==> src/rtl/div_pkg.sv <==
// rtl/div_pkg.sv - shared state encoding and sizing helpers for the sequential divider
package div_pkg;

   typedef enum logic [1:0] {
      S_IDLE = 2'd0,
      S_RUN  = 2'd1,
      S_DONE = 2'd2
   } state_t;

   localparam int DIV_WIDTH = 4;
   localparam int CNT_W     = $clog2(DIV_WIDTH + 1);

   function automatic int cnt_width(input int w);
      return $clog2(w + 1);
   endfunction

endpackage

==> src/rtl/fs_nbits.sv <==
// rtl/fs_nbits.sv - N-bit ripple full-subtractor chain, diff = i0 - i1 - bin
module fs_nbits #(
   parameter int N = 5
) (
   input  logic [N-1:0] i0,
   input  logic [N-1:0] i1,
   input  logic         bin,
   output logic [N-1:0] diff,
   output logic         bout
);

   logic [N:0] b;

   assign b[0] = bin;

   for (genvar g = 0; g < N; g++) begin : g_stage
      assign diff[g]  = i0[g] ^ i1[g] ^ b[g];
      assign b[g + 1] = (~i0[g] & i1[g]) | (~(i0[g] ^ i1[g]) & b[g]);
   end

   assign bout = b[N];

endmodule

==> src/rtl/div_4bits_seq.sv <==
// rtl/div_4bits_seq.sv - sequential unsigned restoring divider, one quotient bit per clock
module div_4bits_seq
   import div_pkg::*;
#(
   parameter int WIDTH = DIV_WIDTH
) (
   input  logic             clk,
   input  logic             rst_n,
   input  logic             start,
   input  logic [WIDTH-1:0] i0,
   input  logic [WIDTH-1:0] i1,
   output logic             busy,
   output logic             done,
   output logic [WIDTH-1:0] quot,
   output logic [WIDTH-1:0] rem,
   output logic             dbz
);

   localparam int CW = cnt_width(WIDTH);

   state_t           state, state_nxt;
   logic [CW-1:0]    cnt;
   logic [WIDTH:0]   a_reg, a_sh, a_nxt, t_diff;
   logic [WIDTH-1:0] q_reg, q_nxt, dvs;
   logic             bout;
   logic             last_step;

   // Shift {A,Q} left one place; A's MSB is always zero because A < divisor.
   assign a_sh      = (a_reg << 1) | {{WIDTH{1'b0}}, q_reg[WIDTH-1]};
   assign last_step = (cnt == CW'(1));

   fs_nbits #(
      .N (WIDTH + 1)
   ) u_fs (
      .i0   (a_sh),
      .i1   ({1'b0, dvs}),
      .bin  (1'b0),
      .diff (t_diff),
      .bout (bout)
   );

   always_comb begin
      a_nxt = bout ? a_sh : t_diff;
      q_nxt = (q_reg << 1) | {{(WIDTH-1){1'b0}}, ~bout};
   end

   always_ff @(posedge clk or negedge rst_n) begin
      if (!rst_n) begin
         state <= S_IDLE;
      end else begin
         state <= state_nxt;
      end
   end

   always_comb begin
      state_nxt = state;
      case (state)
         S_IDLE: begin
            if (start) state_nxt = (i1 != '0) ? S_RUN : S_DONE;
         end
         S_RUN: begin
            if (last_step) state_nxt = S_DONE;
         end
         S_DONE: begin
            if (start) state_nxt = (i1 != '0) ? S_RUN : S_DONE;
            else       state_nxt = S_IDLE;
         end
         default: state_nxt = S_IDLE;
      endcase
   end

   always_comb begin
      busy = (state == S_RUN);
      done = (state == S_DONE);
   end

   always_ff @(posedge clk or negedge rst_n) begin
      if (!rst_n) begin
         cnt   <= '0;
         a_reg <= '0;
         q_reg <= '0;
         dvs   <= '0;
         quot  <= '0;
         rem   <= '0;
         dbz   <= 1'b0;
      end else begin
         case (state)
            S_IDLE, S_DONE: begin
               if (start) begin
                  if (i1 != '0) begin
                     dvs   <= i1;
                     a_reg <= '0;
                     q_reg <= i0;
                     cnt   <= CW'(WIDTH);
                     dbz   <= 1'b0;
                  end else begin
                     quot <= '1;
                     rem  <= i0;
                     dbz  <= 1'b1;
                  end
               end
            end
            S_RUN: begin
               a_reg <= a_nxt;
               q_reg <= q_nxt;
               cnt   <= cnt - CW'(1);
               // Results land on the edge into DONE so they never show partial values.
               if (last_step) begin
                  quot <= q_nxt;
                  rem  <= a_nxt[WIDTH-1:0];
               end
            end
            default: ;
         endcase
      end
   end

endmodule

==> config.mk <==
export PLATFORM = sky130hd
export DESIGN_NAME = div_4bits_seq
export DESIGN_NICKNAME = d
export VERILOG_FILES = /design/src/rtl/div_pkg.sv /design/src/rtl/fs_nbits.sv /design/src/rtl/div_4bits_seq.sv
export SDC_FILE = /design/constraint.sdc
export NUM_CORES = 1
export LEC_CHECK = 0
export BUFFER_PORTS_ARGS = -buffer_cell sky130_fd_sc_hd__clkbuf_2
export CELL_PAD_IN_SITES_DETAIL_PLACEMENT = 1
export CELL_PAD_IN_SITES_GLOBAL_PLACEMENT = 1
export CORE_AREA = 3 3 59 61
export CTS_CLUSTER_SIZE = 40
export DETAILED_ROUTE_END_ITERATION = 6
export DIE_AREA = 0 0 62 64
export PLACE_DENSITY_LB_ADDON = 0.1
export SETUP_SLACK_MARGIN = 0.1
export SLEW_MARGIN = 20
export SYNTH_ARGS = -nofsm -noshare
export SYNTH_HDL_FRONTEND = slang
export SYNTH_SLANG_ARGS = --single-unit
==> constraint.sdc <==
create_clock -name clk -period 3.1 [get_ports clk]
set_clock_uncertainty 0.05 [all_clocks]
set_input_delay 0.465 -clock clk [delete_from_list [all_inputs] [get_ports clk]]
set_output_delay 0.465 -clock clk [all_outputs]
set_load 0.005 [all_outputs]
==> reports/results.ini, run 1 <==
[clocking]
cts_setup_buffers=0
cts_root_buf=clkbuf_4
cts-hold-fix-buffers=0
clk_path_buf_depth=2
cts_tree=yes
post_cts_resize_count=0
cts-buffers-inserted=3
cts.sinks=26
clkLatencyLatePin_ns=0.32
path_clk_slew_ns=0.14
htree_levels=1

[route]
firstDrtPassIters=4
final_antenna_net_count=0
remaining_drc_errors=0
detail_route.vias_per_cell=4.974
detail_route.iter0.violations=46
num_vias=940
routedWlPerCell_um=14.84
drt-total-wl_um=2805

[synthesis]
syn_area_sq_um=1266
yosysTopAreaCell=dfrtp_1
syn-mean-instance-area_sq_um=10.05
syn_nets=143
synth_area_leaders=dfrtp_1 51%, nand2_1 8.3%, fa_1 4.7%, o21ai_0 4.7%, ha_1 3.0%
yosysUniqueCellTypes=26
yosys.area.top_type_share=0.5138
synth_most_common_cell=nand2_1
synth_seq_area_share=0.5138
synth_cells=126
ys_ff_latch=26
ys.flop_type=dfrtp_1
synth.yosys.warnings=0
synthTopCellsByCount=28 x nand2_1, 26 x dfrtp_1, 12 x o21ai_0, 8 x inv_1, 6 x nor2_1
async_flop_share=1.000
synth_edf_count=0

[worst_setup_path]
cp_max_fo=5
cpPeakStageDelay_ns=0.43
critical_path_class=reg2reg
critical_path_required_ns=3.30
cp-start-kind=register
crit_arrival_ns=2.92
r2r_end=rem[1]$_DFFE_PN0P_
r2r_setup_slack_ns=0.37
crit_top_cell=fa_1
worstRegToRegCells=9
crit_slowest_cell=fa_1
crit_chain=inv_1 -> ha_1 -> fa_1 -> fa_1 -> fa_1 -> nor3b_1 -> a211oi_1 -> a21oi_1 -> o21ai_0
r2r_start=q_reg[3]$_DFFE_PN0P_
critPathCaptureType=register

[finish]
area_delta_synth_final_pct=11.36
diodes=0
multi_input_area_sq_um=546.8
drive_gt1_frac=0.2138
layout.nets=164
nFillCells=360
regArea_sq_um=650.6

[timing]
slew_viol_final=0
setup_viol=0
maxSlewHeadroom=0.5452
min_period_ns=2.725
worst_pin_slew_ns=0.6822
setup-tns-final_ns=0
hold_viol=0
fmax_ghz=0.3670
post-route-period-util=0.8790
rsz0062_at_grt=no

[global_routing]
busiest_layer=met2
met3_usage=0.02828
grt_pass1_wl_um=4912
grt_overflow=0
grt_max_degree=27
antenna_found_initial=0
grt_usage=0.1661
grt_pass1_vias=1039
met2_usage=0.2655
grt_use_met1=0.2205

[floorplanning]
ioPinCount=22
fp.dieW_um=62
die_h_um=64
start_util=0.4182
placementRows=20
dieArea_sq_um=3968
fp.coreArea_sq_um=3028

[placed_design]
gp_congestion=0.7258
hpwl_um=2067
io_buffers=21

[pwr]
p_leak_nw=0.7065
peakVddDrop_uv=434.9
powerDensity_nw_per_um2=1068
total_power_mw=1.506

[run_status]
status=finished, final reports clean

[flow_run]
maxCapViolCount=0

[min_path]
hp-class=in2async

[layout by cell type (no fill, tap or decap), types with 2 or more instances in the layout]
cell type  Yosys  final
nand2_1       28     28
dfrtp_1       26     26
clkbuf_2       0     21
o21ai_0       12     12
inv_1          8      8
nor2_1         6      6
a21oi_1        5      5
nor3b_1        4      4
a211oi_1       4      4
a21o_1         4      4
a31oi_1        4      4
nor2b_1        3      3
fa_1           3      3
ha_1           3      3
clkbuf_4       1      3
nand2b_2       2      2
nand3_1        2      2
[per-layer routing]
layer  vias up  part of all wire
li1        463                 -
met1       459              0.47
met2        14              0.50
met3         4             0.024
met4         0             0.011
met5         -                 0
[stage by stage]
step                      utilization  setup WS [ns]  cell area (sq um)  hold WS, ns  cells
after floorplan                     -         0.6546               1266       0.1194    126
after global placement         0.4583         0.3908               1388       0.4154    186
after global routing           0.4657         0.1326               1410       0.1249    189
final                          0.4657         0.3750               1410       0.1058    189
after CTS                      0.4657         0.3451               1410       0.1226    189
after detailed placement       0.4583         0.3779               1388       0.4198    186
[final cells by class]
type,instances,area share
clock buffer,3,0.01597
sequential,26,0.4614
multi-input combinational,87,0.3878
tap,44,0.03904
timing repair buffer,21,0.07453
inverter,8,0.02130
[worst max-delay path, delay by kind of cell, from the launching register on]
family / cells / cell delay, ns
buffers and inverters: 1 / 0.05
AO/OA/AOI/OAI: 3 / 0.59
adder cells (fa/ha/maj): 4 / 1.41
flip-flops: 1 / 0.39
AND/OR/NAND/NOR: 1 / 0.16
[how the worst max path moves through the flow]
stage                               from                  to  slack, ns  depth (start not counted)
floorplan           q_reg[3]$_DFFE_PN0P_  rem[0]$_DFFE_PN0P_       0.65                          9
global placement    q_reg[3]$_DFFE_PN0P_  rem[1]$_DFFE_PN0P_       0.39                          9
detailed placement  q_reg[3]$_DFFE_PN0P_  rem[1]$_DFFE_PN0P_       0.38                          9
CTS                 q_reg[3]$_DFFE_PN0P_  rem[1]$_DFFE_PN0P_       0.35                          9
global route        q_reg[3]$_DFFE_PN0P_  rem[1]$_DFFE_PN0P_       0.13                          9
finish              q_reg[3]$_DFFE_PN0P_  rem[1]$_DFFE_PN0P_       0.37                          9
[power breakdown]
group          switching [mW]  leakage (nW)  internal [mW]  total, mW
Combinational           0.420         0.382          0.316      0.736
Clock                  0.0979        0.0138         0.0455      0.143
Sequential              0.119         0.311          0.508      0.626
Total                   0.637         0.707          0.869       1.51
[logic make-up (layout without fill, tap and decap cells)]
group | after synthesis | count (layout) | share of synthesized area
simple gates | 51 | 51 | 0.2105
compound gates | 30 | 30 | 0.1443
flops | 26 | 26 | 0.5138
buf+inv | 13 | 32 | 0.05434
fa+ha+maj | 6 | 6 | 0.07708
(Power assumes the default switching activity.)
==> inputs of run 2 (changes only) <==
ABC_AREA = 1   (was default)
CORE_AREA = 3 3 62 64   (was 3 3 59 61)
DIE_AREA = 0 0 65 67   (was 0 0 62 64)
==> reports/results.ini, run 2 <==
[finish]
instances_no_fill=225  ; was 189
final_cell_mix=53 x nand2_1, 27 x nand3_1, 26 x dfrtp_1, 21 x clkbuf_2, 16 x inv_1  ; was 28 x nand2_1, 26 x dfrtp_1, 21 x clkbuf_2, 12 x o21ai_0, 8 x inv_1
layout.nets=198  ; was 164
diodes=0  ; unchanged
final_util=0.4443  ; was 0.4657
final_common_cell=nand2_1  ; unchanged
drive_gt1_frac=0.2011  ; was 0.2138
post-route-cell-area_sq_um=1483  ; was 1410 sq um
area_delta_synth_final_pct=10.54  ; was 11.36%

[timing]
rsz0062_at_grt=no  ; unchanged
slew_viol_final=0  ; unchanged
post-route-period-util=0.7982  ; was 0.8790
setup-tns-final_ns=0  ; unchanged
maxSlewHeadroom=0.5642  ; was 0.5452
fin_ws_ns=0.6257  ; was 0.3750 ns
holdWs_ns=0.08446  ; was 0.1058 ns
hold_viol=0  ; unchanged
worst_pin_slew_ns=0.6537  ; was 0.6822 ns
min_period_ns=2.474  ; was 2.725 ns
setup_viol=0  ; unchanged
fmax_ghz=0.4042  ; was 0.3670 GHz

[clocking]
htree_levels=1  ; unchanged
path_clk_slew_ns=0.14  ; about the same
cts_setup_buffers=0  ; unchanged
clk_path_buf_depth=2  ; unchanged
post_cts_resize_count=0  ; unchanged
cts_root_buf=clkbuf_4  ; unchanged
cts-buffers-inserted=3  ; unchanged
cts-hold-fix-buffers=0  ; unchanged
cts.sinks=26  ; unchanged
clkLatencyLatePin_ns=0.33  ; was 0.32 ns
cts_tree=yes  ; unchanged

[global_routing]
grt_overflow=0  ; unchanged
grt_pass1_wl_um=4947  ; was 4912 um
antenna_found_initial=0  ; unchanged
grt_max_degree=27  ; unchanged
grt_pass1_vias=1087  ; was 1039
grt_usage=0.1508  ; was 0.1661

[pwr]
power_frac_clock=0.091  ; was 0.095
p_int_mw=0.8651  ; was 0.8692 mW
powerDensity_nw_per_um2=1084  ; was 1068 nW/um^2
seqPwrFrac=0.378  ; was 0.416
swShare=0.4617  ; was 0.4229
p_switching_mw=0.7421  ; was 0.6369 mW
peakVddDrop_uv=308.3  ; was 434.9 uV
total_power_mw=1.607  ; was 1.506 mW
pwr-share-comb=0.531  ; was 0.489
p_leak_nw=0.8246  ; was 0.7065 nW

[run_status]
status=finished, final reports clean  ; unchanged

[worst_setup_path]
critical_path_class=reg2reg  ; unchanged
critPathCaptureType=register  ; unchanged
cp_max_fo=5  ; unchanged
r2r_setup_slack_ns=0.63  ; was 0.37 ns
cp-start-kind=register  ; unchanged
r2r_start=q_reg[3]$_DFFE_PN0P_  ; unchanged
r2r_end=rem[3]$_DFFE_PN0P_  ; was rem[1]$_DFFE_PN0P_
worstRegToRegCells=10  ; was 9
crit_arrival_ns=2.70  ; was 2.92 ns
critical_path_required_ns=3.33  ; was 3.30 ns

[min_path]
hp-class=in2async  ; unchanged

[route]
detail_route.iter0.violations=25  ; was 46
remaining_drc_errors=0  ; unchanged
drt-total-wl_um=2813  ; was 2805 um
detail_route.vias_per_cell=4.689  ; was 4.974
firstDrtPassIters=4  ; unchanged
routedWlPerCell_um=12.50  ; was 14.84 um
final_antenna_net_count=0  ; unchanged
num_vias=1055  ; was 940

[synthesis]
synth_cells=160  ; was 126
ys_ff_latch=26  ; unchanged
async_flop_share=1.000  ; unchanged
syn_nets=177  ; was 143
synth_most_common_cell=nand2_1  ; unchanged
synth_area_leaders=dfrtp_1 49%, nand2_1 15%, nand3_1 10%, fa_1 4.5%, inv_1 4.5%  ; was dfrtp_1 51%, nand2_1 8.3%, fa_1 4.7%, o21ai_0 4.7%, ha_1 3.0%
synth.yosys.warnings=0  ; unchanged
syn-mean-instance-area_sq_um=8.383  ; was 10.05 sq um
yosysUniqueCellTypes=18  ; was 26
yosys.area.top_type_share=0.4851  ; was 0.5138
synthTopCellsByCount=53 x nand2_1, 27 x nand3_1, 26 x dfrtp_1, 16 x inv_1, 9 x nor2_1  ; was 28 x nand2_1, 26 x dfrtp_1, 12 x o21ai_0, 8 x inv_1, 6 x nor2_1
yosysTopAreaCell=dfrtp_1  ; unchanged
ys.flop_type=dfrtp_1  ; unchanged
syn_area_sq_um=1341  ; was 1266 sq um
synth_edf_count=0  ; unchanged
synth_seq_area_share=0.4851  ; was 0.5138

[placed_design]
place_inst=222  ; was 186
io_buffers=21  ; unchanged
hpwl_um=2171  ; was 2067 um
gp_congestion=0.7755  ; was 0.7258
place_area_sq_um=1460  ; was 1388 sq um
place_ws_ns=0.6441  ; was 0.3779 ns

[floorplanning]
placementRows=21  ; was 20
start_util=0.4019  ; was 0.4182
die_h_um=67  ; was 64 um
dieArea_sq_um=4355  ; was 3968 sq um
ioPinCount=22  ; unchanged
fp.coreArea_sq_um=3337  ; was 3028 sq um
fp.dieW_um=65  ; was 62 um

[flow_run]
maxCapViolCount=0  ; unchanged

run 2: cell types whose count changed in the layout (fill, tap and decap cells not counted), sizes merged, moves of 4 or more:
cell / change
nor3b: -4
nand3: +26
a31oi: -4
a21oi: -5
inv: +10
a211oi: -4
nand2: +29
a21o: -4
run 2: worst max-delay path, stage by stage (launching register included):
cell and delay [ns]:
dfrtp_1 0.39, inv_1 0.05, ha_1 0.20, fa_1 0.38
fa_1 0.40, fa_1 0.39, nand2_1 0.18, nand3_1 0.14
nand3_1 0.13, nand2_1 0.06, nand2_1 0.06
run 2: area by class of cell:
type                            instances  area, sq um
Clock buffer                            3        22.52
Fill cell                             439         1854
Inverter                               18        67.56
Multi-Input combinational cell        111        579.3
Sequential cell                        26        650.6
Tap cell                               46        57.56
Timing Repair Buffer                   21        105.1
run 2: worst max-delay path by stage:
stage | start | to | slack [ns] | depth (start not counted)
CTS | q_reg[3]$_DFFE_PN0P_ | rem[3]$_DFFE_PN0P_ | 0.61 | 10
global route | q_reg[3]$_DFFE_PN0P_ | rem[3]$_DFFE_PN0P_ | 0.45 | 10
finish | q_reg[3]$_DFFE_PN0P_ | rem[3]$_DFFE_PN0P_ | 0.63 | 10
global placement | q_reg[3]$_DFFE_PN0P_ | rem[3]$_DFFE_PN0P_ | 0.72 | 11
detailed placement | q_reg[3]$_DFFE_PN0P_ | rem[3]$_DFFE_PN0P_ | 0.64 | 10
floorplan | q_reg[3]$_DFFE_PN0P_ | rem[0]$_DFFE_PN0P_ | 0.85 | 11
run 2: power by group through the flow:
stage	logic, mW	registers [mW]	clock network, mW
floorplan	0.677	0.601	0
global route	1.00	0.635	0.166
detailed placement	0.873	0.619	0
finish	0.854	0.607	0.146
CTS	0.877	0.611	0.156
global placement	0.831	0.610	0
run 2: cells by family after synthesis:
group | count (synthesis) | synth area share
buffers and inverters | 23 | 0.08302
and+or+nand+nor | 96 | 0.3172
AOI/OAI and AO/OA | 9 | 0.04198
DFF | 26 | 0.4851
adders and majority gates | 6 | 0.07277
run 2: metal layers:
metal	vias to the layer above	global-route usage	part of all wire
met5	-	0	0
met4	0	0.07124	0.018
met3	5	0.02867	0.037
met2	17	0.2490	0.47
met1	490	0.1893	0.47
li1	543	-	-
==> inputs of run 3 (changes only) <==
CORE_AREA = 3 3 65 67   (was 3 3 62 64)
DIE_AREA = 0 0 68 70   (was 0 0 65 67)
clock period = 2.2 ns   (was 3.1 ns; I/O delays follow)
==> reports/results.ini, run 3 (same netlist as run 2, synthesis figures left out) <==
[timing]
min_period_ns=2.280  ; was 2.474 ns
hold_viol=0  ; unchanged
fin_ws_ns=-0.07983  ; was 0.6257 ns
slew_viol_final=0  ; unchanged
post-route-period-util=1.036  ; was 0.7982
maxSlewHeadroom=0.5612  ; was 0.5642
worst_pin_slew_ns=0.6582  ; was 0.6537 ns
setup_viol=6  ; was 0
rsz0062_at_grt=yes  ; was no
fmax_ghz=0.4386  ; was 0.4042 GHz

[worst_setup_path]
crit_slowest_cell=fa_2  ; was fa_1
cp_max_fo=5  ; unchanged
worstRegToRegCells=11  ; was 10
critical_path_class=reg2reg  ; unchanged
critPathCaptureType=register  ; unchanged
crit_chain=inv_1 -> ha_2 -> fa_2 -> fa_2 -> fa_2 -> inv_2 -> nor2_4 -> nand3_1 -> nand3_1 -> nand2_1 -> nand2_1  ; was inv_1 -> ha_1 -> fa_1 -> fa_1 -> fa_1 -> nand2_1 -> nand3_1 -> nand3_1 -> nand2_1 -> nand2_1
crit_top_cell=fa_2
cpPeakStageDelay_ns=0.38  ; was 0.40 ns
r2r_setup_slack_ns=-0.08  ; was 0.63 ns
cp-start-kind=register  ; unchanged
critical_path_required_ns=2.32  ; was 3.33 ns
crit_arrival_ns=2.40  ; was 2.70 ns

[min_path]
hp-class=in2async  ; unchanged

[floorplanning]
fp.dieW_um=68  ; was 65 um
fp.coreArea_sq_um=3689  ; was 3337 sq um
die_h_um=70  ; was 67 um
placementRows=22  ; was 21
ioPinCount=22  ; unchanged
start_util=0.3636  ; was 0.4019
dieArea_sq_um=4760  ; was 4355 sq um

[clocking]
clkLatencyLatePin_ns=0.28  ; was 0.33 ns
cts-buffers-inserted=3  ; unchanged
cts.sinks=26  ; unchanged
cts_root_buf=clkbuf_8  ; was clkbuf_4
clk_path_buf_depth=2  ; unchanged
path_clk_slew_ns=0.10  ; was 0.14 ns
cts_tree=yes  ; unchanged
htree_levels=1  ; unchanged

[route]
drt-total-wl_um=3253  ; was 2813 um
remaining_drc_errors=0  ; unchanged
num_vias=1119  ; was 1055
final_antenna_net_count=0  ; unchanged
detail_route.iter0.violations=36  ; was 25
routedWlPerCell_um=14.02  ; was 12.50 um
firstDrtPassIters=3  ; was 4
detail_route.vias_per_cell=4.823  ; was 4.689

[finish]
drive_gt1_frac=0.2880  ; was 0.2011
final_common_cell=nand2_1  ; unchanged
instances_no_fill=232  ; was 225
area_delta_synth_final_pct=18.66  ; was 10.54%
diodes=0  ; unchanged
final_cell_mix=52 x nand2_1, 26 x dfrtp_1, 23 x nand3_1, 21 x clkbuf_2, 14 x inv_1  ; was 53 x nand2_1, 27 x nand3_1, 26 x dfrtp_1, 21 x clkbuf_2, 16 x inv_1
layout.nets=202  ; was 198
nFillCells=487  ; was 439

[global_routing]
grt_overflow=0  ; unchanged
grt_usage=0.1578  ; was 0.1508
grt_pass1_vias=1227  ; was 1087
antenna_found_initial=0  ; unchanged
grt_max_degree=27  ; unchanged
grt_pass1_wl_um=5727  ; was 4947 um

[placed_design]
place_ws_ns=-0.07190  ; was 0.6441 ns
hpwl_um=2289  ; was 2171 um
io_buffers=21  ; unchanged
place_inst=227  ; was 222
gp_congestion=0.7349  ; was 0.7755

[flow_run]
maxCapViolCount=0  ; unchanged

[run_status]
violations=setup timing
status=finished with violations  ; was finished, final reports clean

[pwr]
total_power_mw=2.621  ; was 1.607 mW
peakVddDrop_uv=616.6  ; was 308.3 uV
p_leak_nw=0.8663  ; was 0.8246 nW
powerDensity_nw_per_um2=1647  ; was 1084 nW/um^2

run 3: changes by cell type in the layout (fill, tap and decap cells not counted), sizes merged:
cell    delta
buf        +4
clkbuf     +1
run 3: worst paths after layout:
| check | startpoint | end |
|---|---|---|
| hold / removal | rst_n | cnt[2]$_DFFE_PN0P_ |
| setup reg to reg | q_reg[3]$_DFFE_PN0P_ | rem[1]$_DFFE_PN0P_ |
| max in group asynchronous | rst_n | q_reg[1]$_DFFE_PN0P_ |
| min in group clk | i1[3] | dvs[3]$_DFFE_PN0P_ |
| hold reg to reg | quot[1]$_DFFE_PN0P_ | quot[1]$_DFFE_PN0P_ |
| setup / recovery | q_reg[3]$_DFFE_PN0P_ | rem[1]$_DFFE_PN0P_ |
run 3: timing repair:
item / 4_1_cts / 5_1_grt
setup endpoints to repair: 10 / 10
resized for setup: 2 / 5
setup buffers: 0 / 1
cloned: 0 / 0
pin swaps: 1 / 0
hold buffers: 0 / 0
run 3: area by class of cell:
class	count	area [sq um]	share of cell area
Timing Repair Buffer	25	138.9	0.08726
Tap cell	48	60.06	0.03774
Multi-Input combinational cell	111	619.3	0.3892
Clock buffer	4	55.05	0.03459
Sequential cell	26	650.6	0.4088
Inverter	18	67.56	0.04245
run 3: where the power goes:
part	switching, mW	internal, mW	leakage [nW]	total, mW
sequential	0.160	0.709	0.321	0.869
clock	0.156	0.160	0.0288	0.316
combinational	0.871	0.564	0.516	1.44
total	1.19	1.43	0.866	2.62
run 3: routing by layer:
metal	GRT usage	vias to the layer above	wire length (um)
met5	0	-	0
met4	0.03311	0	25
met3	0.04019	4	87
met2	0.2612	16	1630
met1	0.2043	550	1509
li1	-	549	-
run 3: critical path: cells and delay by family (launching register included):
kind	cells	cell delay, ns
fa+ha+maj	4	1.25
simple gates	5	0.38
flops	1	0.35
buf+inv	2	0.14
run 3: stage by stage:
step / utilization / hold slack [ns] / TNS [ns] / instance area [sq um]
after detailed placement: 0.4067 / 0.3550 / -0.1682 / 1500
after floorplan: - / -0.01559 / 0 / 1356
final: 0.4315 / 0.01404 / -0.2895 / 1592
after global placement: 0.4067 / 0.3490 / -0.02197 / 1500
after CTS: 0.4244 / 0.04715 / -0.3154 / 1565
after global routing: 0.4315 / 0.07023 / -1.072 / 1592
